[src/rtl/demux_pkg.sv]
// Shared types for the packet-aware 1:2 stream demux.
//   route_state_e : routing FSM state (IDLE, or locked onto output A or B)
//   SEL_A / SEL_B : values of sel_i, and lane indices of the A and B outputs
package demux_pkg;

  typedef enum logic [1:0] {IDLE, LOCK_A, LOCK_B} route_state_e;

  localparam logic SEL_A = 1'b0;
  localparam logic SEL_B = 1'b1;

endpackage

[src/rtl/stream_reg.sv]
// One-entry valid/ready register stage.
//   clk_i, rst_ni : clock, async active-low reset
//   load          : write in_data this cycle (caller only loads when free=1)
//   in_data       : payload to capture
//   free          : stage can take a beat this cycle (empty or draining)
//   out_valid     : stage holds a beat
//   out_ready     : downstream takes the beat
//   out_data      : held payload, stable while out_valid && !out_ready
module stream_reg #(
  parameter int W = 9
) (
  input  logic         clk_i,
  input  logic         rst_ni,
  input  logic         load,
  input  logic [W-1:0] in_data,
  output logic         free,
  output logic         out_valid,
  input  logic         out_ready,
  output logic [W-1:0] out_data
);

  assign free = !out_valid || out_ready;

  // A load in the same cycle as a drain is a back-to-back transfer:
  // the new beat replaces the one leaving, and valid stays high.
  always_ff @(posedge clk_i or negedge rst_ni) begin
    if (!rst_ni) begin
      out_valid <= 1'b0;
      out_data  <= '0;
    end else if (load) begin
      out_valid <= 1'b1;
      out_data  <= in_data;
    end else if (out_ready) begin
      out_valid <= 1'b0;
    end
  end

endmodule

[src/rtl/demux_1to2_stream.sv]
// Packet-aware 1:2 stream demux. Routing is chosen by sel_i on the first
// beat of a packet and held until its last beat; each output has a
// one-entry register stage and a wrapping count of packets routed to it.
//   clk_i, rst_ni                       : clock, async active-low reset
//   in_data_i/in_last_i/in_valid_i/in_ready_o : input stream
//   sel_i                               : 0 = A, 1 = B (first beat only)
//   a_* / b_*                           : output streams A and B
//   a_pkt_cnt_o / b_pkt_cnt_o           : last beats accepted toward A / B
//   busy_o                              : a packet is mid-route
module demux_1to2_stream
  import demux_pkg::*;
#(
  parameter int BIT_WIDTH = 8,
  parameter int CNT_WIDTH = 16
) (
  input  logic                 clk_i,
  input  logic                 rst_ni,
  input  logic [BIT_WIDTH-1:0] in_data_i,
  input  logic                 in_last_i,
  input  logic                 in_valid_i,
  output logic                 in_ready_o,
  input  logic                 sel_i,
  output logic [BIT_WIDTH-1:0] a_data_o,
  output logic                 a_last_o,
  output logic                 a_valid_o,
  input  logic                 a_ready_i,
  output logic [BIT_WIDTH-1:0] b_data_o,
  output logic                 b_last_o,
  output logic                 b_valid_o,
  input  logic                 b_ready_i,
  output logic [CNT_WIDTH-1:0] a_pkt_cnt_o,
  output logic [CNT_WIDTH-1:0] b_pkt_cnt_o,
  output logic                 busy_o
);

  localparam int NUM_LANES = 2;

  route_state_e state_q, state_d;
  logic         target;
  logic         accept;

  // Lane 0 is output A, lane 1 is output B; payload is {last, data}.
  logic [NUM_LANES-1:0]                lane_load;
  logic [NUM_LANES-1:0]                lane_free;
  logic [NUM_LANES-1:0]                lane_vld;
  logic [NUM_LANES-1:0]                lane_rdy;
  logic [NUM_LANES-1:0][BIT_WIDTH:0]   lane_q;
  logic [NUM_LANES-1:0][CNT_WIDTH-1:0] pkt_cnt;

  // State register
  always_ff @(posedge clk_i or negedge rst_ni) begin
    if (!rst_ni) state_q <= IDLE;
    else         state_q <= state_d;
  end

  // Next state: lock onto the target after a non-last first beat,
  // release after the last beat.
  always_comb begin
    state_d = state_q;
    if (accept) begin
      unique case (state_q)
        IDLE:    if (!in_last_i) state_d = (target == SEL_B) ? LOCK_B : LOCK_A;
        LOCK_A,
        LOCK_B:  if (in_last_i)  state_d = IDLE;
        default: state_d = IDLE;
      endcase
    end
  end

  // Outputs: sel_i only steers in IDLE, so in_ready_o never depends on
  // in_valid_i.
  always_comb begin
    unique case (state_q)
      LOCK_A:  target = SEL_A;
      LOCK_B:  target = SEL_B;
      default: target = sel_i;
    endcase
    busy_o = (state_q != IDLE);
  end

  assign in_ready_o = lane_free[target];
  assign accept     = in_valid_i && in_ready_o;
  assign lane_rdy   = {b_ready_i, a_ready_i};

  for (genvar i = 0; i < NUM_LANES; i++) begin : g_lane
    assign lane_load[i] = accept && (target == 1'(i));

    stream_reg #(.W(BIT_WIDTH + 1)) u_reg (
      .clk_i     (clk_i),
      .rst_ni    (rst_ni),
      .load      (lane_load[i]),
      .in_data   ({in_last_i, in_data_i}),
      .free      (lane_free[i]),
      .out_valid (lane_vld[i]),
      .out_ready (lane_rdy[i]),
      .out_data  (lane_q[i])
    );

    // Wraps naturally at 2^CNT_WIDTH.
    always_ff @(posedge clk_i or negedge rst_ni) begin
      if (!rst_ni)                       pkt_cnt[i] <= '0;
      else if (lane_load[i] && in_last_i) pkt_cnt[i] <= pkt_cnt[i] + 1'b1;
    end
  end

  assign {a_last_o, a_data_o} = lane_q[SEL_A];
  assign {b_last_o, b_data_o} = lane_q[SEL_B];
  assign a_valid_o   = lane_vld[SEL_A];
  assign b_valid_o   = lane_vld[SEL_B];
  assign a_pkt_cnt_o = pkt_cnt[SEL_A];
  assign b_pkt_cnt_o = pkt_cnt[SEL_B];

endmodule

[config.mk]
export PLATFORM = sky130hd
export DESIGN_NAME = demux_1to2_stream
export DESIGN_NICKNAME = d
export VERILOG_FILES = /design/src/rtl/demux_pkg.sv /design/src/rtl/stream_reg.sv /design/src/rtl/demux_1to2_stream.sv
export SDC_FILE = /design/constraint.sdc
export NUM_CORES = 1
export LEC_CHECK = 0
export CAP_MARGIN = 20
export CORE_ASPECT_RATIO = 1.4
export CORE_MARGIN = 1
export CORE_UTILIZATION = 48
export DETAILED_ROUTE_END_ITERATION = 10
export PLACE_DENSITY = 0.82
export SYNTH_ARGS = -nofsm -noshare
export SYNTH_HDL_FRONTEND = slang
export SYNTH_HIERARCHICAL = 1
export SYNTH_SLANG_ARGS = --single-unit
[constraint.sdc]
create_clock -name clk_i -period 2.63 [get_ports clk_i]
set_input_delay 0.263 -clock clk_i [delete_from_list [all_inputs] [get_ports clk_i]]
set_output_delay 0.263 -clock clk_i [all_outputs]
set_load 0.02 [all_outputs]
; Word level (Yosys, flattened, before mapping)
; Cells that the tools add are included.
[totals]
ramBits = 0
romBits = 0
out_inout_bits = 54
memories = 0
reg_bits = 54
latchBits = 0
[op_classes]
eq_ne = 4
n_lt_le_gt_ge = 1
shifts = 0
n_bitwise = 1
multipliers = 0
muxes = 11
reduce_logical = 15
n_div = 0
add_sub_neg = 2
[ops]
columns = op, count
row1 = 16-bit by 1-bit adder with 16-bit output (second input constant), 2
row2 = 1-bit 2-to-1 mux, 6
row3 = 2-bit 2-to-1 mux, 3
row4 = 2-bit nonzero test, 3
row5 = 1-bit logical AND, 5
row6 = 2-bit inequality test (second input constant), 2
row7 = 2-bit case mux with 2 select lines, 1
row8 = 3-bit AND reduction, 1
row9 = 2-bit by 1-bit equality test with 1-bit output (second input constant), 1
row10 = 2-bit equality test (second input constant), 1
row11 = 1-bit zero test, 2
row12 = 2-bit zero test, 1
row13 = 1-bit logical OR, 2
row14 = 1-bit by 2-bit < comparator with 1-bit output (second input constant), 1
row15 = 1-bit case mux with 2 select lines, 1
row16 = 2-bit OR reduction, 1
row17 = 1-bit inverter, 1

; Longest topological paths before layout
; Gate-level depths: netlist of the first run.
[logic_depth]
ltp_word = 7
mapped_depth = 7

; Hierarchy
; The synthesis of the first run kept the hierarchy.
[modules_own_cells]
columns = mod, seq_area_each_um2, area_each_um2, instances, cells_per_inst
row1 = demux_1to2_stream, 850.8, 1687.9, 1, 145
row2 = stream_reg, 250.2, 409.1, 2, 22

; Worst setup path before layout of the first run
; OpenSTA, ideal clock, no wires.
[synth_path]
path_type = register -> register
startpoint = register state_q[1]
endpoint = register state_q[0]
t_required_ps = 2548
setup_time_ps = 82
n_path_buf = 0
synth_period_minus_slack_ps = 1870
stages_incl_launch_ff = 7
arrival_time_ps = 1788
path_slack_ps = 760
path_cell_list = dfrtp_1 -> inv_1 -> ha_1 -> mux2i_2 -> mux2_2 -> and3_1 -> o22ai_1
[synth_between]
elab_chain_cells = 6
elab_cells_between_ends = 14
[synth_lines]
columns = item, line
row1 = from (decl), demux_1to2_stream.sv:38  ; route_state_e state_q, state_d;
row2 = from (signal assigned), demux_1to2_stream.sv:53  ; else state_q <= state_d;
row3 = 2-bit equality test or 2-bit by 1-bit equality test with 1-bit output (tied branches), demux_1to2_stream.sv:73  ; unique case (state_q)
row4 = 1-bit case mux with 2 select lines (*), demux_1to2_stream.sv:73
row5 = 1-bit 2-to-1 mux (implied by the code) (*) (2 in series), demux_1to2_stream.sv:81  ; assign in_ready_o = lane_free[target];
row6 = net in_ready_o, demux_1to2_stream.sv:21  ; output logic in_ready_o,
row7 = 1-bit logical AND (*), demux_1to2_stream.sv:82  ; assign accept = in_valid_i && in_ready_o;
row8 = 3-bit AND reduction (no source line) (*), -
; Mark *: on every way through the listed nets, which the timed path passes. The rest lies on a longest branch. The select of a mux whose other input is x is not followed.
; A chain may end at the register's enable or synchronous reset.

; Final worst setup path of the first run
[layout_path]
startpoint = register state_q[1]
endpoint = output port in_ready_o
[layout_between]
elab_chain_cells = 4
elab_cells_between_ends = 5
[layout_lines]
columns = item, line
row1 = 2-bit equality test or 2-bit by 1-bit equality test with 1-bit output (tied branches), demux_1to2_stream.sv:73
row2 = 1-bit case mux with 2 select lines (*), demux_1to2_stream.sv:73
row3 = 1-bit 2-to-1 mux (implied by the code) (*) (2 in series), demux_1to2_stream.sv:81
row4 = to (decl), demux_1to2_stream.sv:21
; Mark *: on every way between the ends. The rest lies on a longest branch, timed or not. The select of a mux whose other input is x is not followed.

==> impl_metrics.py, run 1 <==
metrics = {
    "placement": {
        "placed_cells": 320,
        "port_buffers": 68,
        "place_congestion": 0.857,
        "place_ws_ns": 0.259,
        "place_hpwl_mm": 3.64,
    },
    "clock_tree": {
        "clockRootBuffer": "clkbuf_8",
        "cts_made_buffers": 5,
        "cts.htree.levels": 2,
        "cts_max_path_buffers": 2,
        "cts_tree": "built",
        "cts.sinks": 54,
        "clkTransAtPathRegs_ns": 0.10,
        "clk_latency_ns": 0.31,
    },
    "synth": {
        "netlist.top_cell.by_area": "dfrtp_1",
        "synth_top_family_by_area": "simple AND/OR/NAND/NOR gates",
        "synth_commonest_cells": "dfrtp_1 (54), mux2_4 (18), xor2_1 (17), nand3_1 (13), xnor2_1 (13)",
        "synthDistinctLibCells": 26,
        "ys_ff_latch": 54,
        "syn-cell-area_um2": 2510,
        "synthMostInstantiatedCell": "dfrtp_1",
        "synth.mux.area_fraction_pct": 13.5,
        "yosysTopAreaCellShare_pct": 53.9,
        "synthFlopType": "dfrtp_1",
        "synth_xor_area_share_pct": 10.5,
        "synth_edf_count": 0,
        "yosys.area_share.simple_pct": 17.2,
        "avgSynthCellArea_um2": 13.3,
        "seq_area_frac_synth_pct": 53.9,
        "netlist_top_cells_area": "dfrtp_1 (54%), mux2_4 (11%), xor2_1 (5.9%)",
        "syn_nets": 208,
        "ys_async_sr_fraction_pct": 100,
        "synth_compound_area_share_pct": 0.499,
        "ys_warn_count": 6,
        "synthCells": 189,
        "synthAdderAreaFrac_pct": 2.00,
    },
    "die": {
        "core_area_um2": 4920,
        "dieArea_um2": 5520,
        "die_h_um": 87.5,
        "initial_utilization_pct": 51.0,
        "dieWidth_um": 63.1,
        "rows": 30,
        "ios": 69,
    },
    "sta": {
        "tightest_slew_ns": 0.553,
        "slew_violations": 0,
        "rsz0062_at_grt": "false",
        "setup_tns_ns": 0,
        "max_slew_margin_pct": 63.1,
        "finalWorstSetupSlack_ns": 0.0983,
        "max_freq_ghz": 0.395,
        "hold_viol_final": 0,
        "finalSetupViolations": 0,
        "min_period_over_period_pct": 96.3,
        "clock-skew-final_ns": 0.00886,
        "fin_crit_ns": 2.53,
    },
    "worst_setup_path": {
        "reg2reg_slack_ns": 0.43,
        "r2r-end": "g_lane[0].u_reg/out_data[7]",
        "cp.buffers_inverters": 2,
        "startpoint": "state_q[1]",
        "cp.depth": 5,
        "endpoint": "in_ready_o",
        "cp_data_required_time_ns": 2.37,
        "startpoint_type": "register",
        "crit_family": "buffers and inverters",
        "path_class": "reg2out",
        "crit_path_max_incr_delay_ns": 0.54,
        "cp_slowest_cell": "clkdlybuf4s50_1",
        "crit_chain": "inv_1 -> ha_2 -> mux2i_4 -> mux2_2 -> clkdlybuf4s50_1",
        "rr_worst_depth": 7,
        "path_max_fanout": 4,
        "worstSetupEndpointType": "output pin",
        "regToRegStartpoint": "state_q[1]",
        "critPathArrivalTime_ns": 2.27,
    },
    "layout": {
        "stdcell_count": 330,
        "n_antenna_cell": 0,
        "nNetsFinal": 284,
        "final_core_utilization_pct": 68.9,
        "synthToLayoutAreaGrowth_pct": 35.1,
        "fillers": 391,
        "drive_above_1_share_pct": 17.7,
    },
    "route": {
        "vias": 1705,
        "wl_per_cell_um": 14.6,
        "drtIter0Drc": 74,
        "drc": 0,
        "wirelength_mm": 4.82,
        "firstDrtPassIters": 4,
        "drtAntennaViolNets": 0,
        "avgViaCountPerCell": 5.17,
    },
    "global_route": {
        "antenna_found_initial": 0,
        "grt_pass1_wl_mm": 8.11,
        "grt_pass1_vias": 1755,
        "grt_max_degree": 30,
        "grtUsageTotal_pct": 19.0,
        "overflow": 0,
    },
    "power": {
        "p_int_w": 0.00218,
        "switchingPower_w": 0.00116,
        "power_density_nw_per_um2": 985,
        "p_clk_share_pct": 16.6,
        "ir_drop_mv": 0.671,
        "p_leak_nw": 1.51,
        "finalPower_w": 0.00333,
        "switching_share_pct": 34.7,
        "p_seq_share_pct": 38.0,
        "p_comb_share_pct": 45.4,
    },
    "run": {
        "drv.max_cap_violation_count": 0,
    },
    "run_status": {
        "outcome": "complete, no violations",
    },
    "hold_path": {
        "hp-class": "in2async",
    },
}
-- power by group through the flow --
stage	Combinational, W	Clock, W	Sequential [W]
finish	0.00151	0.000554	0.00127
global route	0.00161	0.000602	0.00130
CTS	0.00153	0.000573	0.00127
detailed placement	0.00150	0	0.00127
global placement	0.00146	0	0.00127
floorplan	0.000611	0	0.00153
-- how the worst min path moves through the flow --
stage,slack (ns),to,depth (start not counted),start
floorplan,-0.03,a_pkt_cnt_o[0],0,rst_ni
global placement,0.28,b_pkt_cnt_o[15],2,rst_ni
detailed placement,0.29,b_pkt_cnt_o[15],2,rst_ni
CTS,0.48,b_pkt_cnt_o[15],3,rst_ni
global route,0.50,b_pkt_cnt_o[15],3,rst_ni
finish,0.48,b_pkt_cnt_o[15],3,rst_ni
-- cell usage in the layout (no fill, tap or decap) --
cell             synthesis  final
clkdlybuf4s50_1          0     67
dfrtp_1                 54     54
mux2_4                  18     18
xor2_1                  17     17
nand3_1                 13     13
xnor2_1                 13     13
nand2_1                 10     10
nand4_1                  8      8
inv_1                    7      7
nor3_2                   7      7
nor2_1                   6      6
clkbuf_8                 0      5
mux2_2                   4      4
and4_1                   4      4
nor3_1                   4      4
nand2b_1                 4      4
and3_1                   3      3
ha_1                     4      3
buf_4                    0      3
o22ai_1                  2      2
clkinvlp_4               0      2
mux2i_4                  0      1
nor4_4                   1      1
nor2b_1                  1      1
nand4bb_4                1      1
nor4_2                   1      1
nor3b_2                  1      1
or3_1                    1      1
mux2i_1                  1      1
ha_2                     0      1
bufinv_16                0      1
dlygate4sd3_1            0      1
buf_2                    0      1
-- through the flow --
stage / instance area [um2] / hold slack [ns]
after detailed placement: 3240 / 0.286
final: 3390 / 0.477
after global placement: 3240 / 0.277
after CTS: 3380 / 0.477
after floorplan: 2510 / -0.0326
after global routing: 3390 / 0.501
-- worst register-to-register path, delay by kind of cell, from the launching register on --
| family | cells | cell delay [ns] |
|---|---|---|
| buffers and inverters | 3 | 0.65 |
| muxes | 2 | 0.59 |
| adders and majority gates | 1 | 0.39 |
| DFF | 1 | 0.37 |
| and+or+nand+nor | 1 | 0.09 |
-- registers in the layout, indices dropped and copies added, names as in the netlist --
signal and count:
a_pkt_cnt_o 16, b_pkt_cnt_o 16, g_lane.u_reg/out_data 18, g_lane.u_reg/out_valid 2
state_q 2
-- logic make-up after synthesis --
logic type                 Yosys count
and+or+nand+nor                     65
AOI/OAI and AO/OA                    2
xor gates and xnor gates            30
DFF                                 54
muxes                               24
buffers and inverters               10
adders and majority gates            4
-- what timing repair did --
action	in CTS	in global routing
setup buffers	1	0
hold endpoints to repair	54	0
hold buffers	1	0
resized for setup	1	1
setup endpoints to repair	1	1
-- routing by layer --
layer | vias to the layer above | part of all wire [%] | track usage, %
met5 | - | 0 | 0
met4 | 0 | 1.5 | 7.61
met3 | 7 | 4.7 | 3.93
met2 | 47 | 53 | 33.1
met1 | 845 | 41 | 22.8
li1 | 806 | - | -
-- layout make-up --
class	instances	area (um2)	area share [%]
clock buffers	5	68.8	2.03
clock inverters	3	45.0	1.33
inverters	7	26.3	0.776
multi-input cells	125	1110	32.7
flip-flops and latches	54	1350	39.9
well taps	64	80.1	2.37
repair buffers	72	708	20.9
Power figures use the tool's default switching activity.
==> run 2, diff against run 1 <==
ABC_CLOCK_PERIOD_IN_PS = 2630   (was not set)
==> results of run 2 <==
The final DEF is identical to that of run 1; final timing and power are the same.
==> run 3, diff against run 2 <==
ABC_AREA = 0   (was not set)
CORE_MARGIN = 4   (was 1)
==> run 3 against run 2 <==
- combinational power about the same
- first-iteration DRC count fell by 26%
- die area grew 17%
- final cell count stayed put
- final area hardly changed
- worst setup slack better by 0.0047 ns
==> impl_metrics.py, run 3 (same netlist as run 1, synthesis figures left out) <==
metrics = {
    "run_status": {
        "outcome": "complete, no violations",
    },
    "placement": {
        "place_ws_ns": 0.274,
        "port_buffers": 68,
        "place_congestion": 0.828,
        "placed_cells": 320,
        "place_hpwl_mm": 3.82,
    },
    "layout": {
        "drive_above_1_share_pct": 17.3,
        "top_register": "g_lane.u_reg/out_data",
        "final_core_utilization_pct": 68.3,
        "n_antenna_cell": 0,
        "nNetsFinal": 284,
        "stdcell_count": 330,
        "largest_reg_flops": 18,
        "final_common_cell": "clkdlybuf4s50_1",
        "layout_common_cells": "clkdlybuf4s50_1 (67), dfrtp_1 (54), mux2_4 (18), xor2_1 (17)",
        "synthToLayoutAreaGrowth_pct": 35.0,
    },
    "global_route": {
        "grt_pass1_wl_mm": 8.47,
        "grtUsageTotal_pct": 16.2,
        "overflow": 0,
        "grt_pass1_vias": 1713,
        "grt_max_degree": 29,
        "antenna_found_initial": 0,
    },
    "worst_setup_path": {
        "critPathArrivalTime_ns": 2.26,
        "path_max_fanout": 4,
        "reg2reg_slack_ns": 0.42,
        "crit_path_max_incr_delay_ns": 0.54,
        "startpoint_type": "register",
        "cp.depth": 5,
        "worstSetupEndpointType": "output pin",
        "cp.buffers_inverters": 2,
        "crit_family": "multiplexers",
        "crit_chain": "inv_1 -> ha_1 -> mux2i_4 -> mux2_2 -> clkdlybuf4s50_1",
        "path_class": "reg2out",
        "cp_data_required_time_ns": 2.37,
        "rr_worst_depth": 7,
        "cp_slowest_cell": "clkdlybuf4s50_1",
    },
    "die": {
        "ios": 69,
        "initial_utilization_pct": 50.6,
        "dieArea_um2": 6460,
        "die_h_um": 93.5,
        "rows": 30,
        "core_area_um2": 4950,
        "dieWidth_um": 69.1,
    },
    "run": {
        "drv.max_cap_violation_count": 0,
    },
    "route": {
        "vias": 1691,
        "wirelength_mm": 5.06,
        "drtIter0Drc": 55,
        "avgViaCountPerCell": 5.12,
        "drtAntennaViolNets": 0,
        "drc": 0,
        "wl_per_cell_um": 15.3,
        "firstDrtPassIters": 4,
    },
    "clock_tree": {
        "cts.htree.levels": 2,
        "cts_max_path_buffers": 2,
        "clockRootBuffer": "clkbuf_8",
        "cts.sinks": 54,
        "cts_made_buffers": 5,
        "clkTransAtPathRegs_ns": 0.09,
        "cts_tree": "built",
        "clk_latency_ns": 0.31,
    },
    "power": {
        "power_density_nw_per_um2": 986,
        "ir_drop_mv": 0.634,
        "p_leak_nw": 1.51,
    },
    "hold_path": {
        "worstHoldPathCells": 1,
        "hp-class": "reg2reg",
    },
    "sta": {
        "max_freq_ghz": 0.396,
        "min_period_over_period_pct": 96.1,
        "tightest_slew_ns": 0.557,
        "setup_tns_ns": 0,
        "finalSetupViolations": 0,
        "fin_crit_ns": 2.53,
        "rsz0062_at_grt": "false",
        "hold_viol_final": 0,
        "finalWorstSetupSlack_ns": 0.103,
        "clock-skew-final_ns": 0.00943,
        "slew_violations": 0,
        "max_slew_margin_pct": 62.8,
    },
}
==> run 3: worst reg2reg max path: cells and delay by family (launching register included) <==
kind / cells / cell delay (ns)
multiplexers: 2 / 0.62
buffers and inverters: 3 / 0.66
adder cells (fa/ha/maj): 1 / 0.39
AND/OR/NAND/NOR: 1 / 0.10
flip-flops: 1 / 0.35
==> run 3: path summary, 6_finish.rpt <==
check                                startpoint                          end
worst max-delay path                 state_q[0]                   in_ready_o
worst min-delay path            b_pkt_cnt_o[15]              b_pkt_cnt_o[15]
worst max register to register       state_q[0]  g_lane[0].u_reg/out_data[4]
worst min register to register  b_pkt_cnt_o[15]              b_pkt_cnt_o[15]
max in group asynchronous                rst_ni               a_pkt_cnt_o[1]
min in group asynchronous                rst_ni               b_pkt_cnt_o[6]
==> run 3: timing repair <==
| item | CTS | global route |
|---|---|---|
| endpoints found under the hold margin | 54 | 0 |
| setup endpoints to repair | 1 | 0 |
| hold buffers | 1 | 0 |
| gates resized for setup | 1 | 0 |
| buffers inserted | 1 | 0 |
==> run 3: layer usage <==
metal / track usage (%) / vias to the layer above / share of wire (%)
met5: 0 / - / 0
met1: 20.0 / 837 / 43
met4: 4.89 / 0 / 1.2
met3: 3.76 / 6 / 4.3
li1: - / 805 / -
met2: 28.1 / 43 / 51
==> run 3: power breakdown <==
part / leakage, nW / switching (W) / internal (W)
Clock: 0.0504 / 0.000265 / 0.000283
Sequential: 0.685 / 0.000201 / 0.00107
Combinational: 0.773 / 0.000698 / 0.000823
==> run 3: cell type report <==
type	instances	area, um2
clock buffers	5	68.8
repair buffers	72	708
fillers	398	1570
multi-input cells	125	1100
inverters	7	26.3
well taps	64	80.1
flip-flops and latches	54	1350
clock inverters	3	45.0
==> run 3: through the flow <==
stage          hold WS [ns]  area (um2)  total power [W]
4_1_cts               0.480        3380          0.00338
3_3_place_gp          0.283        3240          0.00275
6_report              0.479        3380          0.00334
3_5_place_dp          0.288        3240          0.00278
2_1_floorplan       -0.0326        2510          0.00214
5_1_grt               0.496        3380          0.00351
==> patch: new RTL, flow settings as in run 3 <==
Encoding of `route_state_e`: now one-hot (3 bits for 3 states).
--- a/src/rtl/demux_pkg.sv
+++ b/src/rtl/demux_pkg.sv
@@ -3,7 +3,7 @@
 //   SEL_A / SEL_B : values of sel_i, and lane indices of the A and B outputs
 package demux_pkg;
 
-  typedef enum logic [1:0] {IDLE, LOCK_A, LOCK_B} route_state_e;
+  typedef enum logic [2:0] {IDLE = 3'b001, LOCK_A = 3'b010, LOCK_B = 3'b100} route_state_e;
 
   localparam logic SEL_A = 1'b0;
   localparam logic SEL_B = 1'b1;
Check against the original RTL: same outputs for any inputs over 10 cycles, from zero or initial values and one cycle with rst_ni low; not proved beyond that.
==> patch against run 3 <==
  * Wire length is 5.5% higher
  * Die area is 2.1% higher
  * Utilization is 1.1 points lower
  * Register-to-register slack better by 0.29 ns
  * Total power is 4.2% lower
  * Sequential cell count is 1 higher
  * Worst setup slack better by 0.10 ns
  * Cell area is 2.4% higher
  * Combinational power is 7% lower
  * Synthesized cell count is 7.4% higher
  * Synthesized area is 2.3% higher
  * Critical path type is now in2out
==> patch: results (changes against run 3) <==
| Metric | Value |
|---|---|
| Run status | `finished, final reports clean (unchanged)` |
| Via count | `1827 (was 1691)` |
| Placer Congestion | `0.795 (was 0.828)` |
| Clock skew | `0.00703 ns (was 0.00943 ns)` |
| Lkg Pwr | `1.51 nW (about the same)` |
| CTS buffer count | `5 (unchanged)` |
| Resized cells post-CTS | `0 (was 1)` |
| Sequential fraction of the synthesis area | `53.7% (was 53.9%)` |
| Biggest register | `g_lane.u_reg/out_data (unchanged)` |
| Post-synth top cells | `dfrtp_1 (54), xnor2_1 (19), mux2_4 (18) (was dfrtp_1 (54), mux2_4 (18), xor2_1 (17))` |
| Layout cell share with drive strength beyond 1 | `17.6% (was 17.3%)` |
| Largest net degree at the start of global routing | `47 (was 29)` |
| GRT Resource Usage Total | `17.0% (was 16.2%)` |
| Final nets | `300 (was 284)` |
| Core footprint | `5160 sq um (was 4950 sq um)` |
| Area contributors post-synth | `dfrtp_1 (53%), mux2_4 (11%), xnor2_1 (6.5%), xor2_1 (3.8%), nand3_1 (2.5%) (was dfrtp_1 (54%), mux2_4 (11%), xor2_1 (5.9%), xnor2_1 (4.5%), nor3_2 (2.8%))` |
| First-pass GRT wire length | `9180 um (was 8470 um)` |
| Vias per inst | `5.22 (was 5.12)` |
| Worst EP arrival | `2.16 ns (was 2.26 ns)` |
| Syn Area/Cell | `12.6 sq um (was 13.3 sq um)` |
| Largest register FFs | `18 (unchanged)` |
| Detailed placement HPWL | `3970 um (was 3820 um)` |
| Worst-path maximum fanout | `8 (was 4)` |
| Worst-case register-to-register setup slack | `0.71 ns (was 0.42 ns)` |
| Drt pass-1 iters | `4 (unchanged)` |
| Minimum hold slack | `0.301 ns (was 0.479 ns)` |
| Starting DRT DRC Count | `90 (was 55)` |
| H-tree levels | `2 (unchanged)` |
| Slew @ Worst Pin | `0.547 ns (was 0.557 ns)` |
| WL final | `5340 um (was 5060 um)` |
| # DRC | `0 (unchanged)` |
| Inst Count DP | `340 (was 320)` |
| Vias in the first global route | `1910 (was 1713)` |
| Class of the worst hold path | `in2async (was reg2reg)` |
| TNS Setup | `0 ns (unchanged)` |
| Post-Place Setup Slack | `0.237 ns (was 0.274 ns)` |
| Post-CTS setup buffer count | `0 (was 1)` |
| CTS clk-pin slew, worst paths | `0.10 ns` |
| I/O Buffers | `68 (unchanged)` |
| Post-place instance area | `3340 sq um (was 3240 sq um)` |
| ANT cells | `0 (unchanged)` |
| Root Buffer | `clkbuf_8 (unchanged)` |
| Syn Nets | `220 (was 208)` |
| Synth unique cells | `37 (was 26)` |
| R2R cell count | `5 (was 7)` |
| Worst vdd ir | `0.000645 V (was 0.000634 V)` |
| FILL cells | `426 (was 398)` |
[patch: cell type report]
type | instances | area [sq um] | share of cell area (%)
multi-input combinational | 141 | 1140 | 33.1
clock buffer | 5 | 68.8 | 1.99
inverter | 5 | 18.8 | 0.542
sequential | 55 | 1380 | 39.8
tap | 66 | 82.6 | 2.38
timing repair buffer | 75 | 743 | 21.5
clock inverter | 3 | 27.5 | 0.795
[patch: where the power goes]
part           internal [mW]  total, mW  leakage (nW)  switching [mW]
registers               1.08       1.30         0.702           0.213
clock network          0.196      0.482        0.0463           0.286
logic                  0.763       1.42         0.761           0.655
total                   2.04       3.20          1.51            1.16
[patch: critical path: stages]
cell             delay [ns]
clkdlybuf4s50_1        0.52
o21ba_2                0.40
o32ai_2                0.14
nor3_1                 0.20
clkdlybuf4s50_1        0.65
[patch: cells by family (layout without fill, tap and decap cells)]
kind of cell | count (synthesis) | in the layout | synth area share (%)
simple gates | 74 | 74 | 16.9
flops | 55 | 55 | 53.7
xor+xnor | 30 | 30 | 10.2
mux | 20 | 20 | 11.4
compound gates | 15 | 15 | 5.12
buf+inv | 7 | 88 | 1.61
fa+ha+maj | 2 | 2 | 0.976
[patch: routing by layer]
metal / global-route usage (%) / part of all wire (%) / vias up
li1: - / - / 878
met1: 21.9 / 43 / 904
met2: 29.0 / 53 / 40
met3: 3.73 / 3.5 / 5
met4: 4.47 / 0.79 / 0
met5: 0 / 0 / -
[patch: path summary, 6_finish.rpt]
kind | from | to
max | sel_i | in_ready_o
min | rst_ni | state_q[1]
max reg2reg | state_q[0] | state_q[0]
min reg2reg | b_pkt_cnt_o[15] | b_pkt_cnt_o[15]
max in group asynchronous | rst_ni | g_lane[1].u_reg/out_data[6]
min in group clk_i | b_pkt_cnt_o[15] | b_pkt_cnt_o[15]
